===== src/rtl/if_pkg.sv =====
// Shared types and default parameter values for the instruction-fetch unit.
package if_pkg;

  // Fetch FSM: IDLE may issue, WAIT expects data to keep, DROP expects data to discard.
  typedef enum logic [1:0] {
    S_IDLE = 2'd0,
    S_WAIT = 2'd1,
    S_DROP = 2'd2
  } fetch_state_e;

  localparam int unsigned DEF_ADDR_W   = 16;
  localparam int unsigned DEF_INSTR_W  = 16;
  localparam int unsigned DEF_PC_INC   = 2;
  localparam int unsigned DEF_DEPTH    = 4;
  localparam int unsigned DEF_RESET_PC = 0;

endpackage : if_pkg


===== src/rtl/if_fifo.sv =====
// Synchronous prefetch FIFO with flush; DEPTH must be a power of two, >= 2.
module if_fifo
  import if_pkg::*;
#(
  parameter int unsigned WIDTH = DEF_INSTR_W + DEF_ADDR_W,
  parameter int unsigned DEPTH = DEF_DEPTH
) (
  input  logic                     clk,
  input  logic                     rst,
  input  logic                     push,
  input  logic                     pop,
  input  logic                     flush,
  input  logic [WIDTH-1:0]         wdata,
  output logic [WIDTH-1:0]         rdata,
  output logic                     full,
  output logic                     empty,
  output logic [$clog2(DEPTH):0]   count
);

  localparam int unsigned PTR_W = $clog2(DEPTH);
  localparam int unsigned CNT_W = PTR_W + 1;

  logic [WIDTH-1:0] mem_q [DEPTH];
  logic [PTR_W-1:0] wr_ptr_q, wr_ptr_d;
  logic [PTR_W-1:0] rd_ptr_q, rd_ptr_d;
  logic [CNT_W-1:0] count_q, count_d;
  logic             do_push, do_pop;

  assign full    = (count_q == CNT_W'(DEPTH));
  assign empty   = (count_q == '0);
  assign count   = count_q;
  assign rdata   = mem_q[rd_ptr_q];
  assign do_pop  = pop && !empty;
  // A push into a full buffer is only legal when the head leaves in the same cycle.
  assign do_push = push && (!full || do_pop);

  // Next pointers and occupancy; flush empties the buffer in one cycle.
  always_comb begin
    // NOTE: every output of a combinational block gets a default first, so no path leaves it unassigned and no latch is inferred.
    wr_ptr_d = wr_ptr_q;
    rd_ptr_d = rd_ptr_q;
    count_d  = count_q;
    if (flush) begin
      wr_ptr_d = '0;
      rd_ptr_d = '0;
      count_d  = '0;
    end else begin
      if (do_push) wr_ptr_d = wr_ptr_q + PTR_W'(1);
      if (do_pop)  rd_ptr_d = rd_ptr_q + PTR_W'(1);
      case ({do_push, do_pop})
        2'b10:   count_d = count_q + CNT_W'(1);
        2'b01:   count_d = count_q - CNT_W'(1);
        default: count_d = count_q;
      endcase
    end
  end

  // Pointer and occupancy registers.
  always_ff @(posedge clk or posedge rst) begin
    // NOTE: sequential state uses non-blocking assignments so every register samples pre-edge values regardless of statement order.
    if (rst) begin
      wr_ptr_q <= '0;
      rd_ptr_q <= '0;
      count_q  <= '0;
    end else begin
      wr_ptr_q <= wr_ptr_d;
      rd_ptr_q <= rd_ptr_d;
      count_q  <= count_d;
    end
  end

  // Entry storage.
  always_ff @(posedge clk) begin
    // NOTE: storage has no reset; an entry is only ever read after it was written, and count gates validity.
    if (do_push && !flush) mem_q[wr_ptr_q] <= wdata;
  end

endmodule : if_fifo


===== src/rtl/if_unit_pf.sv =====
// Instruction fetch unit with a prefetch buffer and a single outstanding memory request.
module if_unit_pf
  import if_pkg::*;
#(
  parameter int unsigned       ADDR_W   = DEF_ADDR_W,
  parameter int unsigned       INSTR_W  = DEF_INSTR_W,
  parameter int unsigned       PC_INC   = DEF_PC_INC,
  parameter int unsigned       DEPTH    = DEF_DEPTH,
  parameter logic [ADDR_W-1:0] RESET_PC = ADDR_W'(DEF_RESET_PC)
) (
  input  logic               clk,
  input  logic               rst,
  input  logic               stall,
  input  logic               redirect,
  input  logic [ADDR_W-1:0]  redirect_pc,
  output logic               imem_req,
  output logic [ADDR_W-1:0]  imem_addr,
  input  logic               imem_gnt,
  input  logic               imem_rvalid,
  input  logic [INSTR_W-1:0] imem_rdata,
  output logic               instr_valid,
  output logic [INSTR_W-1:0] instr,
  output logic [ADDR_W-1:0]  pc_out
);

  localparam int unsigned CNT_W = $clog2(DEPTH) + 1;
  localparam int unsigned ENT_W = INSTR_W + ADDR_W;

  fetch_state_e      state_q, state_d;
  logic [ADDR_W-1:0] fetch_pc_q, fetch_pc_d;
  logic [ADDR_W-1:0] req_pc_q, req_pc_d;

  logic              fifo_push, fifo_pop, fifo_full, fifo_empty;
  logic [CNT_W-1:0]  fifo_count;
  logic [ENT_W-1:0]  fifo_rdata;
  logic [CNT_W:0]    pending;
  logic              outstanding;

  // An in-flight request already owns a buffer slot, so it counts against capacity.
  assign outstanding = (state_q != S_IDLE);
  assign pending     = {1'b0, fifo_count} + {{CNT_W{1'b0}}, outstanding};
  assign imem_req    = !rst && (state_q == S_IDLE) && !redirect && (pending < (CNT_W + 1)'(DEPTH));
  assign imem_addr   = fetch_pc_q;

  assign fifo_pop    = !fifo_empty && !stall && !redirect;
  assign instr_valid = !fifo_empty;
  assign instr       = fifo_rdata[ADDR_W +: INSTR_W];
  assign pc_out      = fifo_rdata[ADDR_W-1:0] + ADDR_W'(PC_INC);

  // Fetch FSM next-state, fetch PC update and buffer push decision.
  always_comb begin
    state_d    = state_q;
    fetch_pc_d = fetch_pc_q;
    req_pc_d   = req_pc_q;
    fifo_push  = 1'b0;
    if (redirect) begin
      fetch_pc_d = redirect_pc;
      // A response landing in the redirect cycle retires the old request; otherwise it becomes stale.
      case (state_q)
        S_WAIT:  state_d = imem_rvalid ? S_IDLE : S_DROP;
        S_DROP:  state_d = imem_rvalid ? S_IDLE : S_DROP;
        default: state_d = S_IDLE;
      endcase
    end else begin
      case (state_q)
        S_IDLE: begin
          if (imem_req && imem_gnt) begin
            state_d    = S_WAIT;
            req_pc_d   = fetch_pc_q;
            fetch_pc_d = fetch_pc_q + ADDR_W'(PC_INC);
          end
        end
        S_WAIT: begin
          if (imem_rvalid) begin
            fifo_push = !fifo_full || fifo_pop;
            state_d   = S_IDLE;
          end
        end
        S_DROP: begin
          if (imem_rvalid) state_d = S_IDLE;
        end
        default: state_d = S_IDLE;
      endcase
    end
  end

  // FSM state, fetch PC and address of the outstanding request.
  always_ff @(posedge clk or posedge rst) begin
    if (rst) begin
      state_q    <= S_IDLE;
      fetch_pc_q <= RESET_PC;
      req_pc_q   <= '0;
    end else begin
      state_q    <= state_d;
      fetch_pc_q <= fetch_pc_d;
      req_pc_q   <= req_pc_d;
    end
  end

  if_fifo #(
    .WIDTH (ENT_W),
    .DEPTH (DEPTH)
  ) u_fifo (
    .clk   (clk),
    .rst   (rst),
    .push  (fifo_push),
    .pop   (fifo_pop),
    .flush (redirect),
    .wdata ({imem_rdata, req_pc_q}),
    .rdata (fifo_rdata),
    .full  (fifo_full),
    .empty (fifo_empty),
    .count (fifo_count)
  );

endmodule : if_unit_pf

===== config.mk =====
export PLATFORM = sky130hd
export DESIGN_NAME = if_unit_pf
export DESIGN_NICKNAME = d
export VERILOG_FILES = /design/src/rtl/if_pkg.sv /design/src/rtl/if_fifo.sv /design/src/rtl/if_unit_pf.sv
export SDC_FILE = /design/constraint.sdc
export NUM_CORES = 1
export LEC_CHECK = 0
export BUFFER_PORTS_ARGS = -buffer_cell sky130_fd_sc_hd__buf_2
export CORE_ASPECT_RATIO = 1.1
export CORE_MARGIN = 1
export CORE_UTILIZATION = 50
export DETAILED_ROUTE_END_ITERATION = 6
export PLACE_DENSITY = 0.79
export SYNTH_ARGS = -nofsm -noshare
export SYNTH_HDL_FRONTEND = slang
export SYNTH_HIERARCHICAL = 1
export SYNTH_SLANG_ARGS = --single-unit

===== constraint.sdc =====
create_clock -name clk -period 6.9 [get_ports clk]
set_clock_uncertainty 0.2 [all_clocks]
set_input_delay 0 -clock clk [delete_from_list [all_inputs] [get_ports clk]]
set_output_delay 0 -clock clk [all_outputs]
set_load 0.01 [all_outputs]

; After elaboration in Yosys (flattened, before gate mapping)
; Memory sizes are Yosys's and may differ from the RTL's.
; Index checks and enable logic that the tools add are counted.
[classes]
n_addsub = 7
mul = 0
n_div = 0
order_cmp = 1
eq_ne = 7
shift = 0
mux = 20
bitwise = 1
reduce_logical = 28
[op_table]
columns = operator, count
row1 = 16-bit two-way mux, 3
row2 = 16-bit by 2-bit adder with 16-bit output (second input constant), 2
row3 = 2-bit two-way mux, 9
row4 = 2-bit nonzero test, 5
row5 = 1-bit logical AND, 9
row6 = 3-bit one-hot mux with 2 select lines, 1
row7 = 1-bit zero test, 5
row8 = 1-bit two-way mux, 5
row9 = 2-bit by 1-bit adder with 2-bit output (second input constant), 2
row10 = 3-bit by 1-bit adder with 4-bit output, 1
row11 = 2-bit by 1-bit == test with 1-bit output (second input constant), 2
row12 = 2-bit == test (second input constant), 2
row13 = 4-bit by 3-bit less-than comparator with 1-bit output (second input constant), 1
row14 = 2-bit one-hot mux with 2 select lines, 1
row15 = 2-bit AND reduction, 2
row16 = 3-bit by 1-bit adder with 3-bit output (second input constant), 1
row17 = 3-bit == test (second input constant), 1
row18 = 3-bit zero test, 1
row19 = 3-bit two-way mux, 1
row20 = 3-bit by 1-bit != test with 1-bit output (second input constant), 1
row21 = 3-bit by 2-bit != test with 1-bit output (second input constant), 1
row22 = 3-bit AND reduction, 1
row23 = 3-bit nonzero test, 1
row24 = 3-bit by 1-bit subtractor with 3-bit output (second input constant), 1
row25 = other kinds (4), 5
[word_totals]
reg_bits = 41
latch_bits = 0
ramBits = 128
rom_bits = 0
input_bits = 38
output_inout_bits = 50
elab_cells = 71
n_memories = 1
[memory_table]
columns = memory, depth, width, read_ports, rd_ports_with_merged_regs, write_ports, line_no
row1 = u_fifo.mem_q, 4, 32, 1, 0, 1, if_fifo.sv:23  ; logic [WIDTH-1:0] mem_q [DEPTH];

; Longest topological paths before layout
[depth]
word_depth = 12
depth_mapped = 11

; Cells and area by module
; The synthesis kept the hierarchy.
[by_module_without_submodules]
columns = module, n_inst, cells_per_inst, area_per_inst_um2, seq_area_each_um2
row1 = if_fifo, 1, 233, 5188.7, 4018.9
row2 = if_unit_pf, 1, 187, 1898.1, 850.8

; Worst setup path after synthesis
; Ideal clock, no wire load.
[synth_timing]
path_type = flip-flop to flip-flop
from = reg u_fifo.count_q[0], in the netlist u_fifo/count[0]
to = mem u_fifo/mem_q[0][0] (netlist bit) (enable)
setup_ns = 0.468
arrival_ns = 3.971
t_required_ns = 6.232
path_slack_ns = 2.261
path_stages_with_launch = 8
n_path_buf = 2
synth_period_minus_slack_ns = 4.639
path_cell_list = dfrtp_1 -> buf_2 -> nor3_1 -> nor3_1 -> o2111a_1 -> clkbuf_1 -> o21ai_1 -> nor3b_1
[synth_between]
elab_chain_len = 12
word_cells_on_any_way = 16
classes_between = eq/ne (1) / mux (5) / reduce/logical (10)
[synth_rtl]
columns = element, line_no
row1 = from (decl), if_fifo.sv:26  ; logic [CNT_W-1:0] count_q, count_d;
row2 = from (signal assigned), if_fifo.sv:68  ; count_q <= count_d;
row3 = 3-bit zero test, if_fifo.sv:30  ; assign empty = (count_q == '0);
row4 = via fifo_empty, if_unit_pf.sv:33  ; logic fifo_push, fifo_pop, fifo_full, fifo_empty;
row5 = 1-bit zero test, if_unit_pf.sv:45  ; assign fifo_pop = !fifo_empty && !stall && !redirect;
row6 = 1-bit logical AND (2 in series), if_unit_pf.sv:45
row7 = via fifo_pop, if_unit_pf.sv:33
row8 = 1-bit logical OR, if_unit_pf.sv:75  ; fifo_push = !fifo_full || fifo_pop;
row9 = 1-bit two-way mux, if_unit_pf.sv:74  ; if (imem_rvalid) begin
row10 = 1-bit two-way mux, if_unit_pf.sv:65  ; case (state_q)
row11 = 1-bit two-way mux, if_unit_pf.sv:56  ; if (redirect) begin
row12 = via fifo_push, if_unit_pf.sv:33
row13 = 1-bit logical AND, if_fifo.sv:35  ; assign do_push = push && (!full || do_pop);
row14 = 1-bit logical AND, if_fifo.sv:75  ; if (do_push && !flush) mem_q[wr_ptr_q] <= wdata;
row15 = 1-bit two-way mux, if_fifo.sv:75
row16 = 1-bit two-way mux (not written as such), if_fifo.sv:75
row17 = to (decl), if_fifo.sv:23
; The timed path passes the listed nets, and every way through them passes these cells.

; Worst setup path after layout
[layout_timing]
from = reg u_fifo.count_q[2], in the netlist u_fifo/count[2]
to = reg u_fifo.count_q[2], in the netlist u_fifo/count[2]
[layout_between]
elab_chain_len = 12
word_cells_on_any_way = 20
classes_between = add/sub (2) / eq/ne (3) / mux (5) / reduce/logical (10)
[layout_rtl]
columns = element, line_no
row1 = 3-bit zero test (*), if_fifo.sv:30
row2 = via fifo_empty, if_unit_pf.sv:33
row3 = 1-bit zero test (*), if_unit_pf.sv:45
row4 = 1-bit logical AND (*) (2 in series), if_unit_pf.sv:45
row5 = via fifo_pop, if_unit_pf.sv:33
row6 = 1-bit logical OR (*), if_unit_pf.sv:75
row7 = 1-bit two-way mux (*), if_unit_pf.sv:74
row8 = 1-bit two-way mux (*), if_unit_pf.sv:65
row9 = 1-bit two-way mux (*), if_unit_pf.sv:56
row10 = via fifo_push, if_unit_pf.sv:33
row11 = 1-bit logical AND (*), if_fifo.sv:35
row12 = 2-bit by 1-bit == test with 1-bit output / 2-bit == test (equally long branches), if_fifo.sv:50  ; case ({do_push, do_pop})
row13 = 3-bit one-hot mux with 2 select lines, if_fifo.sv:50
row14 = 3-bit two-way mux, if_fifo.sv:43  ; if (flush) begin
; The timed path passes the listed nets; every way through them passes the cells marked *.
; A chain may end at the register's enable or synchronous reset.

==> metrics.txt <==
outcome finished, final reports clean; sw power 560 uW; f_max 0.258 GHz; clock transition at the registers of the reported paths 0.07 ns; setup_tns 0 ns; number of diodes 0; Mean Syn Cell Area roughly 17 um2; Synth Register Bits 169; Initial Utilization 0.514; hold depth 3; Post-synth EDFFs 128; CP cell instances nor3_1 > nor3_1 > o2111a_1 > nor2_1 > fa_1 > or3b_2 > a32oi_1 > a31oi_1; max cap viols 0; TritonCTS Buffers 17; DR vias/cell between 5 and 6; ratio of cells with drive above 1 in the final layout 0.304; pin count of the biggest net entering global routing 47; Layout Cells excl Fill 770; crit start category register; RD Place Congestion 0.787; HP Class in -> reg; first-pass GRT wire length around 23000 um; maximum root-to-sink buffer count 2; wire per inst 18.6 um; sequential share of power 0.527; Register Area just under 5000 um2; Final Hold Fails 0; Sw Ratio 0.229; Yosys warning count 6; port buffer count 87; DIE HEIGHT approximately 130 um; PwrDens 274 nW/um2; Final Cycle Share 0.562; H-tree depth 4; most frequent cells in the layout edfxtp_1, buf_2, dlygate4sd3_1; CP Capture Type register; most frequent CP cell nor3_1; grt ovf 0; Worst-Skew Late Latency 0.42 ns; arrival time of the worst setup path around 3.9 ns; clk sinks about 170; ys flop type edfxtp_1; WP data required 6.95 ns; crit path kind reg -> reg; dpl cells 683; cell area after synthesis 7090 um2; Clock power frac 0.399; clock root cell clkbuf_16; final setup fails 0; Final Core Density 0.646; NumNets Final about 600; VDD IR max roughly 0.17 mV; min Tclk post-route 3.88 ns; Layout area overhead 25.7%; most common cell after layout, fill and taps aside edfxtp_1; post-cts resize count 0; CTS tree done; post-DP HPWL approximately 8600 um; combinational fraction of design power 0.075; core area 13800 um2; Final Instance Area 8910 um2; via count 4267; Slowest-stage cell, CP nor3_1; GRT Total Usage 0.213; Die ar. 14700 um2; drt pass-1 iters 4; Final WS setup 3.02 ns; Post-DP Area 7740 um2; Int Pwr 1.88 mW; Multi-input gate area between 2000 and 2500 um2; Syn Nets 467; routed wire length 14300 um; Fill cells 917; Rows 45; Ports 88; post-synthesis cell type count 56; worst slew pin tran roughly 1.2 ns; dpl ws 3.03 ns; Max FO, Critical Path 13; Initial DRC Count 261; slew margin rel. 0.193; fraction of registers with async set/reset 0.243; vias in the first global route roughly 4400; Die Wd between 100 and 150 um; initial antenna violation count 0; register area share after synthesis 0.687; Leak 3.27 nW; CP peak stage delay 0.93 ns; # DRC 0; Slew Limit Fails 0; Antenna Nets Post-Route 0; Reg2Reg Depth 8; Synth Instances 420; RSZ-0062 raised after global routing false
-- path summary, 6_finish.rpt --
path	start	endpoint	slack [ns]
max	u_fifo/count[2]	u_fifo/count[2]	3.02
min	redirect_pc[10]	imem_addr[10]	0.13
max reg2reg	u_fifo/count[2]	u_fifo/count[2]	3.02
min reg2reg	req_pc_q[5]	u_fifo/mem_q[3][5]	0.32
max in group asynchronous	rst	req_pc_q[9]	5.52
min in group asynchronous	rst	imem_addr[0]	0.39
-- per-layer routing --
metal  vias up  wire, um  global-route usage
li1       1945         -                   -
met1      2164      5970               0.271
met2       137      7430               0.357
met3        21       653              0.0473
met4         0       268              0.0840
met5         -         0                   0
-- critical path, delay by kind of cell, from the launching register on --
kind	cells	cell delay, ns
compound gates	3	0.85
flops	1	0.58
simple gates	4	1.65
fa+ha+maj	1	0.45
-- per-stage QoR --
step / hold WS (ns) / power, mW
2_1_floorplan: -0.397 / 1.37
3_3_place_gp: -0.314 / 1.44
3_5_place_dp: -0.305 / 1.46
4_1_cts: 0.118 / 2.45
5_1_grt: 0.125 / 2.53
6_report: 0.132 / 2.44
-- power groups by stage --
stage	combinational (mW)	clock, mW	sequential, mW
after floorplan	0.0963	0	1.28
after global placement	0.142	0	1.30
after detailed placement	0.150	0	1.31
after CTS	0.182	0.986	1.29
after global routing	0.201	1.03	1.30
final	0.182	0.975	1.29
-- cell families (layout without fill, tap and decap cells) --
family / count (synthesis) / after routing / synth area share
DFF: 169 / 169 / 0.687
and+or+nand+nor: 95 / 95 / 0.0772
muxes: 50 / 50 / 0.130
AOI/OAI and AO/OA: 38 / 38 / 0.0373
buffers and inverters: 35 / 197 / 0.0214
xor gates and xnor gates: 24 / 24 / 0.0297
adders and majority gates: 9 / 9 / 0.0169
-- sequential cells by signal, indices dropped and copies added (netlist names) --
register         count
imem_addr           16
req_pc_q            16
state_q              2
u_fifo/count         3
u_fifo/mem_q       128
u_fifo/rd_ptr_q      2
u_fifo/wr_ptr_q      2
-- synthesized netlist by cell type, types with 3 or more instances --
| library cell | count | area share |
|---|---|---|
| a211oi_1 | 3 | 0.0032 |
| a21oi_1 | 3 | 0.0021 |
| and3_1 | 5 | 0.0044 |
| buf_2 | 7 | 0.0049 |
| clkbuf_1 | 11 | 0.0058 |
| dfrtp_1 | 41 | 0.14 |
| edfxtp_1 | 128 | 0.54 |
| ha_1 | 8 | 0.014 |
| inv_1 | 14 | 0.0074 |
| mux2_1 | 7 | 0.011 |
| mux2_2 | 8 | 0.013 |
| mux4_2 | 32 | 0.10 |
| nand2_1 | 24 | 0.013 |
| nand2b_1 | 4 | 0.0035 |
| nand3_1 | 14 | 0.0099 |
| nand4_1 | 7 | 0.0062 |
| nor2_1 | 11 | 0.0058 |
| nor3_1 | 5 | 0.0035 |
| nor3b_1 | 4 | 0.0042 |
| o211ai_1 | 4 | 0.0042 |
| o21ai_1 | 10 | 0.0071 |
| o31ai_1 | 3 | 0.0032 |
| or4_1 | 7 | 0.0074 |
| xnor2_1 | 13 | 0.016 |
| xor2_1 | 11 | 0.014 |
-- what timing repair did --
action,CTS,global route
setup buffers,0,0
hold endpoints to repair,127,0
hold buffers,55,0
-- final cells by class --
class | instances | area share
clock inverter | 14 | 0.0209
inverter | 15 | 0.00632
tap | 188 | 0.0264
multi-input combinational | 216 | 0.234
clock buffer | 18 | 0.0482
sequential | 169 | 0.547
timing repair buffer | 150 | 0.117
Power figures use the tool's default switching activity.
